[src/rtl/wb_pkg.sv]
// rtl/wb_pkg.sv - shared constants and types for the write-back stage
package wb_pkg;

  // Write-data source select
  localparam logic [1:0] WB_SEL_NONE = 2'b00;
  localparam logic [1:0] WB_SEL_VALE = 2'b01;
  localparam logic [1:0] WB_SEL_VALP = 2'b10;
  localparam logic [1:0] WB_SEL_VALM = 2'b11;

  // Load funct3 encodings
  localparam logic [2:0] F3_LB  = 3'b000;
  localparam logic [2:0] F3_LH  = 3'b001;
  localparam logic [2:0] F3_LW  = 3'b010;
  localparam logic [2:0] F3_LD  = 3'b011;
  localparam logic [2:0] F3_LBU = 3'b100;
  localparam logic [2:0] F3_LHU = 3'b101;
  localparam logic [2:0] F3_LWU = 3'b110;

  localparam logic [31:0] EBREAK_INSTR = 32'h00100073;

  typedef enum logic {
    ST_RUN    = 1'b0,
    ST_HALTED = 1'b1
  } wb_state_e;

endpackage

[src/rtl/wb_load_ext.sv]
// rtl/wb_load_ext.sv - sub-word load sign/zero extension selected by funct3
module wb_load_ext
  import wb_pkg::*;
#(
  parameter int WIDTH = 32
) (
  input  logic [2:0]       funct3_i,
  input  logic [WIDTH-1:0] data_i,
  output logic [WIDTH-1:0] data_o
);

  // Size casts of signed slices give sign extension; unsigned slices zero-extend.
  // LW at WIDTH=32 collapses to the identity.
  always_comb begin
    data_o = data_i;
    case (funct3_i)
      F3_LB:   data_o = WIDTH'($signed(data_i[7:0]));
      F3_LH:   data_o = WIDTH'($signed(data_i[15:0]));
      F3_LW:   data_o = WIDTH'($signed(data_i[31:0]));
      F3_LBU:  data_o = WIDTH'(data_i[7:0]);
      F3_LHU:  data_o = WIDTH'(data_i[15:0]);
      F3_LWU:  data_o = WIDTH'(data_i[31:0]);
      default: data_o = data_i;
    endcase
  end

endmodule

[src/rtl/writeback_stage.sv]
// rtl/writeback_stage.sv - registered W stage with retire counter and ebreak halt
module writeback_stage
  import wb_pkg::*;
#(
  parameter int WIDTH     = 32,
  parameter int CNT_WIDTH = 64
) (
  input  logic                 clk,
  input  logic                 rst_n,
  input  logic                 m_valid_i,
  output logic                 m_ready_o,
  input  logic [31:0]          m_pc_i,
  input  logic [31:0]          m_instr_i,
  input  logic                 m_reg_wen_i,
  input  logic [4:0]           m_rd_i,
  input  logic [1:0]           m_valD_sel_i,
  input  logic [2:0]           m_load_funct3_i,
  input  logic [WIDTH-1:0]     m_alu_result_i,
  input  logic [WIDTH-1:0]     m_mem_data_i,
  input  logic                 resume_i,
  output logic                 wb_reg_wen_o,
  output logic [4:0]           wb_rd_o,
  output logic [WIDTH-1:0]     wb_rd_write_data_o,
  output logic                 retire_valid_o,
  output logic [31:0]          retire_pc_o,
  output logic                 halt_o,
  output logic [CNT_WIDTH-1:0] instret_o
);

  logic                 w_valid_q;
  logic [31:0]          w_pc_q;
  logic [31:0]          w_instr_q;
  logic                 w_wen_q;
  logic [4:0]           w_rd_q;
  logic [1:0]           w_sel_q;
  logic [2:0]           w_funct3_q;
  logic [WIDTH-1:0]     w_alu_q;
  logic [WIDTH-1:0]     w_mem_q;
  wb_state_e            state_q;
  logic                 halt_q;
  logic [CNT_WIDTH-1:0] instret_q;
  logic [CNT_WIDTH-1:0] instret_d;

  logic                 w_is_ebreak;
  logic                 ebreak_retire;
  logic                 accept;
  logic [31:0]          pc_plus4;
  logic [WIDTH-1:0]     load_data;
  logic [WIDTH-1:0]     wdata;

  assign w_is_ebreak   = (w_instr_q == EBREAK_INSTR);
  assign ebreak_retire = w_valid_q && w_is_ebreak;
  // The ebreak itself is accepted, but nothing may enter behind it.
  assign m_ready_o     = (state_q == ST_RUN) && !ebreak_retire;
  assign accept        = m_valid_i && m_ready_o;
  assign pc_plus4      = w_pc_q + 32'd4;
  assign instret_d     = instret_q + CNT_WIDTH'(1);

  wb_load_ext #(.WIDTH(WIDTH)) u_load_ext (
    .funct3_i (w_funct3_q),
    .data_i   (w_mem_q),
    .data_o   (load_data)
  );

  // Select register-file write data from the W entry
  always_comb begin
    wdata = '0;
    case (w_sel_q)
      WB_SEL_VALE: wdata = w_alu_q;
      WB_SEL_VALP: wdata = WIDTH'(pc_plus4);
      WB_SEL_VALM: wdata = load_data;
      default:     wdata = '0;
    endcase
  end

  // W register: one entry, lives for exactly one cycle after capture
  always_ff @(posedge clk or negedge rst_n) begin
    if (!rst_n) begin
      w_valid_q  <= 1'b0;
      w_pc_q     <= '0;
      w_instr_q  <= '0;
      w_wen_q    <= 1'b0;
      w_rd_q     <= '0;
      w_sel_q    <= WB_SEL_NONE;
      w_funct3_q <= '0;
      w_alu_q    <= '0;
      w_mem_q    <= '0;
    end else begin
      w_valid_q <= accept;
      if (accept) begin
        w_pc_q     <= m_pc_i;
        w_instr_q  <= m_instr_i;
        w_wen_q    <= m_reg_wen_i;
        w_rd_q     <= m_rd_i;
        w_sel_q    <= m_valD_sel_i;
        w_funct3_q <= m_load_funct3_i;
        w_alu_q    <= m_alu_result_i;
        w_mem_q    <= m_mem_data_i;
      end
    end
  end

  // Retired-instruction counter, wraps naturally at all-ones
  always_ff @(posedge clk or negedge rst_n) begin
    if (!rst_n) begin
      instret_q <= '0;
    end else if (w_valid_q) begin
      instret_q <= instret_d;
    end
  end

  // Halt FSM: enter HALTED as a valid ebreak retires, leave on resume
  always_ff @(posedge clk or negedge rst_n) begin
    if (!rst_n) begin
      state_q <= ST_RUN;
      halt_q  <= 1'b0;
    end else begin
      case (state_q)
        ST_RUN: begin
          if (ebreak_retire) begin
            state_q <= ST_HALTED;
            halt_q  <= 1'b1;
          end
        end
        ST_HALTED: begin
          if (resume_i) begin
            state_q <= ST_RUN;
            halt_q  <= 1'b0;
          end
        end
        default: begin
          state_q <= ST_RUN;
          halt_q  <= 1'b0;
        end
      endcase
    end
  end

  assign retire_valid_o     = w_valid_q;
  assign retire_pc_o        = w_pc_q;
  assign wb_rd_o            = w_rd_q;
  // An ebreak never writes the register file, whatever its wen bit says.
  assign wb_reg_wen_o       = w_valid_q && w_wen_q && (w_rd_q != 5'd0) && !w_is_ebreak;
  assign wb_rd_write_data_o = wdata;
  assign halt_o             = halt_q;
  assign instret_o          = instret_q;

endmodule

[config.mk]
export PLATFORM = sky130hd
export DESIGN_NAME = writeback_stage
export DESIGN_NICKNAME = d
export VERILOG_FILES = /design/src/rtl/wb_pkg.sv /design/src/rtl/wb_load_ext.sv /design/src/rtl/writeback_stage.sv
export SDC_FILE = /design/constraint.sdc
export NUM_CORES = 1
export LEC_CHECK = 0
export ABC_AREA = 1
export CAP_MARGIN = 10
export CORE_MARGIN = 1.5
export CORE_UTILIZATION = 54
export DETAILED_ROUTE_END_ITERATION = 12
export HOLD_SLACK_MARGIN = 0.1
export MAX_ROUTING_LAYER = met4
export PLACE_DENSITY = 0.87
export SYNTH_ARGS = -nofsm -noshare
export SYNTH_HDL_FRONTEND = slang
export SYNTH_SLANG_ARGS = --single-unit
[constraint.sdc]
create_clock -name clk -period 3.1 [get_ports clk]
set_input_delay 0.93 -clock clk [delete_from_list [all_inputs] [get_ports clk]]
set_output_delay 0.93 -clock clk [all_outputs]
set_load 0.02 [all_outputs]
==> results.yml <==
logic_synthesis:
  synth_area_leader_cell: "dfrtp_1"
  synth_nets: 1632
  synth-edff-count: 0
  synth-xor-area-share_pct: 3.78
  synth_compound_area_share_pct: 3.26
  synth_area_leaders: "dfrtp_1 46%, nand2_1 19%, nand4_1 8.9%"
  synth_mux_area_share_pct: 0.101
  synthTopCellsByCount: "557 x nand2_1, 206 x dfrtp_1, 159 x nand4_1"
  synth_flop_cell: "dfrtp_1"
  yosysSeqAreaShare_pct: 46.3
  syn_area_mm2: 0.0111
  ys_warn_count: 0
  ys_seq_elements: 206
  synthCells: 1487
  yosys.area_share.simple_pct: 40.0
  synth_cell_type_count: 38
  synth_top_family_by_area: "simple AND/OR/NAND/NOR gates"
  syn_area_per_cell_um2: 7.48
  async_reset_ff_share_pct: 100
  synthAdderAreaFrac_pct: 0.225
  synth.most_common_cell: "nand2_1"
  yosys.area.top_type_share_pct: 46.3
floorplan:
  start_util_pct: 55.0
  num_io_pins: 280
  core_mm2: 0.0202
  die_h_um: 147
  die_w_um: 147
  die_area_mm2: 0.0215
  rows: 52
clock_tree:
  clk_latency_ns: 0.52
  tritoncts: "built"
  path_clk_slew_ns: 0.06
  cts_root_buffer: "clkbuf_16"
  htreeDepth: 1
  numCtsBuffers: 24
  cts_hold_buf: 0
  clk_path_buf_depth: 3
  cts.sinks: 206
route:
  drt_wl_total_um: 38600
  vias: 11600
  firstDrtPassIters: 9
  via_per_inst: 5.61
  post-route-drc-count: 0
  wl_per_cell_um: 18.7
  antenna_left: 0
  drt_iter0_markers: 921
power:
  clockPowerShare_pct: 36.9
  power_frac_seq_pct: 39.1
  switching_share_pct: 30.8
  pwr-share-comb_pct: 24.0
  internal_power_mw: 5.77
  power_switching_mw: 2.57
  total_power_mw: 8.35
  p_leak_nw: 7.27
  ir_drop_uv: 472
  powerDensity_mw_per_mm2: 541
flow_run:
  drv_cap: 0
critical_path:
  path_max_fanout: 3
  worstSetupPathType: "reg -> out"
  crit_arrival_ns: 2.19
  startpoint_type: "flop"
  critPathRequiredTime_ns: 2.17
  critical_path.endpoint_type: "primary output"
  rrSetupSlack_ns: 0.65
sta:
  slew_viol_final: 0
  finalCritPeriodShare_pct: 101
  hold_violations: 0
  setup_viol: 1
  grt_setup_unrepaired: "true"
  fmax_mhz: 321
  tightestPinTransition_ns: 0.890
  maxSlewHeadroom_pct: 40.7
  finClkSkew_ns: 0.0135
  fin_crit_ns: 3.12
  worst_slack_ns: -0.0156
finish:
  final_layout_size_suffix_gt1_share_pct: 11.8
  instances_no_fill: 2068
  final_nets: 1925
  synthToLayoutAreaGrowth_pct: 38.6
global_routing:
  grt_pass1_vias: 11100
  overflow: 0
  grt_first_pass_wirelength_um: 60100
  antenna_found_initial: 3
  grt_max_degree: 141
  groute.usage.overall_pct: 36.8
place:
  dp.cells: 2010
  place_congestion: 0.960
  dp_hpwl_um: 27600
  io_buffers: 279
run_status:
  status: "complete, but fails checks"
  violations: "negative setup slack"
min_path:
  min_path_type: "in -> async"
## path summary, 6_finish.rpt
check | start | cells past startpoint | endpoint
min in group clk | w_alu_q[8] | 2 | w_alu_q[8]
min | rst_n | 1 | w_mem_q[20]
min reg2reg | w_alu_q[8] | 2 | w_alu_q[8]
max reg2reg | state_q | 5 | w_alu_q[1]
max in group asynchronous | rst_n | 2 | w_mem_q[0]
max | retire_pc_o[3] | 10 | wb_rd_write_data_o[16]
## timing repair
| action | in CTS | in global routing |
|---|---|---|
| pin swaps | 6 | 10 |
| gates resized for setup | 137 | 57 |
| setup endpoints to repair | 34 | 28 |
| buffers inserted | 10 | 4 |
## layout make-up
cell class	count	area [um^2]
multi-input combinational	1108	5430
sequential	206	5160
fill	1507	4820
timing repair buffer	341	3240
clock buffer	32	682
inverter	99	378
tap	270	338
clock inverter	9	175
antenna	3	7.51
## stage by stage
step | setup TNS [ns] | setup slack (ns) | area (um^2) | hold slack, ns | util, %
after floorplan | 0 | 0.324 | 11100 | 0.436 | -
after global placement | 0 | 0.0270 | 14400 | 0.452 | 71.1
after CTS | -0.0776 | -0.0776 | 15300 | 0.416 | 75.8
final | -0.0156 | -0.0156 | 15400 | 0.393 | 76.2
after detailed placement | -0.0590 | -0.0290 | 14400 | 0.453 | 71.1
after global routing | -0.841 | -0.109 | 15400 | 0.440 | 76.2
## logic make-up (layout without fill, tap and decap cells)
group,after synthesis,count (layout)
AO/OA/AOI/OAI,66,66
XOR/XNOR,48,48
adder cells (fa/ha/maj),2,2
buffers and inverters,173,481
flip-flops,206,206
multiplexers,1,1
other,0,3
AND/OR/NAND/NOR,991,991
## cell usage in the layout (no fill, tap or decap), types with 3 or more instances in the layout
master | netlist | final
buf_2 | 22 | 15
buf_4 | 5 | 59
nor3_1 | 20 | 18
o21ai_0 | 36 | 28
buf_12 | 0 | 6
nor2_2 | 13 | 19
xnor2_1 | 17 | 17
dlygate4sd2_1 | 0 | 6
nand3b_1 | 11 | 11
clkinvlp_4 | 0 | 3
clkbuf_8 | 0 | 4
inv_1 | 93 | 87
nand3_4 | 0 | 4
nand2_2 | 7 | 9
dfrtp_2 | 0 | 8
nand2_1 | 557 | 553
and2_1 | 4 | 4
dfrtp_1 | 206 | 198
inv_2 | 5 | 9
o21ai_1 | 0 | 6
clkbuf_2 | 0 | 3
nand3_2 | 6 | 7
diode_2 | 0 | 3
xor2_1 | 31 | 31
nand3_1 | 64 | 59
nand4_1 | 159 | 159
buf_6 | 1 | 7
nor2_1 | 136 | 128
a21oi_1 | 17 | 11
clkbuf_16 | 0 | 25
o211ai_1 | 8 | 8
bufinv_16 | 0 | 5
clkdlybuf4s50_1 | 0 | 243
a21oi_2 | 0 | 6
nor2_4 | 7 | 9
clkbuf_1 | 41 | 4
## power by group through the flow
stage / logic, mW / clock network, mW / registers [mW]
finish: 2.00 / 3.08 / 3.26
global route: 2.15 / 3.22 / 3.30
CTS: 1.96 / 3.10 / 3.25
detailed placement: 1.98 / 0 / 3.28
global placement: 1.94 / 0 / 3.27
floorplan: 0.850 / 0 / 3.36
## registers in the layout, summed over array words and instances, names as in the netlist, 2 cells and up
signal / flops
instret_o: 64
retire_pc_o: 32
w_alu_q: 32
w_funct3_q: 3
w_instr_q: 32
w_mem_q: 32
w_sel_q: 2
wb_rd_o: 5
## worst max-delay path, cell delays in order (launching register included)
cell	delay (ns)
dfrtp_1	0.37
buf_6	0.11
ha_4	0.14
nand3_4	0.10
nor2_1	0.17
nand3_1	0.13
buf_4	0.16
nand2_1	0.05
nand3_1	0.11
nand3_1	0.14
buf_2	0.19
## layer usage
layer  up-vias  GRT usage (%)  part of all wire, %
met3        95           6.66                  8.3
li1       5447              -                    -
met1      5513           48.5                   41
met4         0           15.5                  4.3
met2       544           56.1                   47
met5         -              -                    0
No activity file was read; power rests on OpenSTA's default activity.
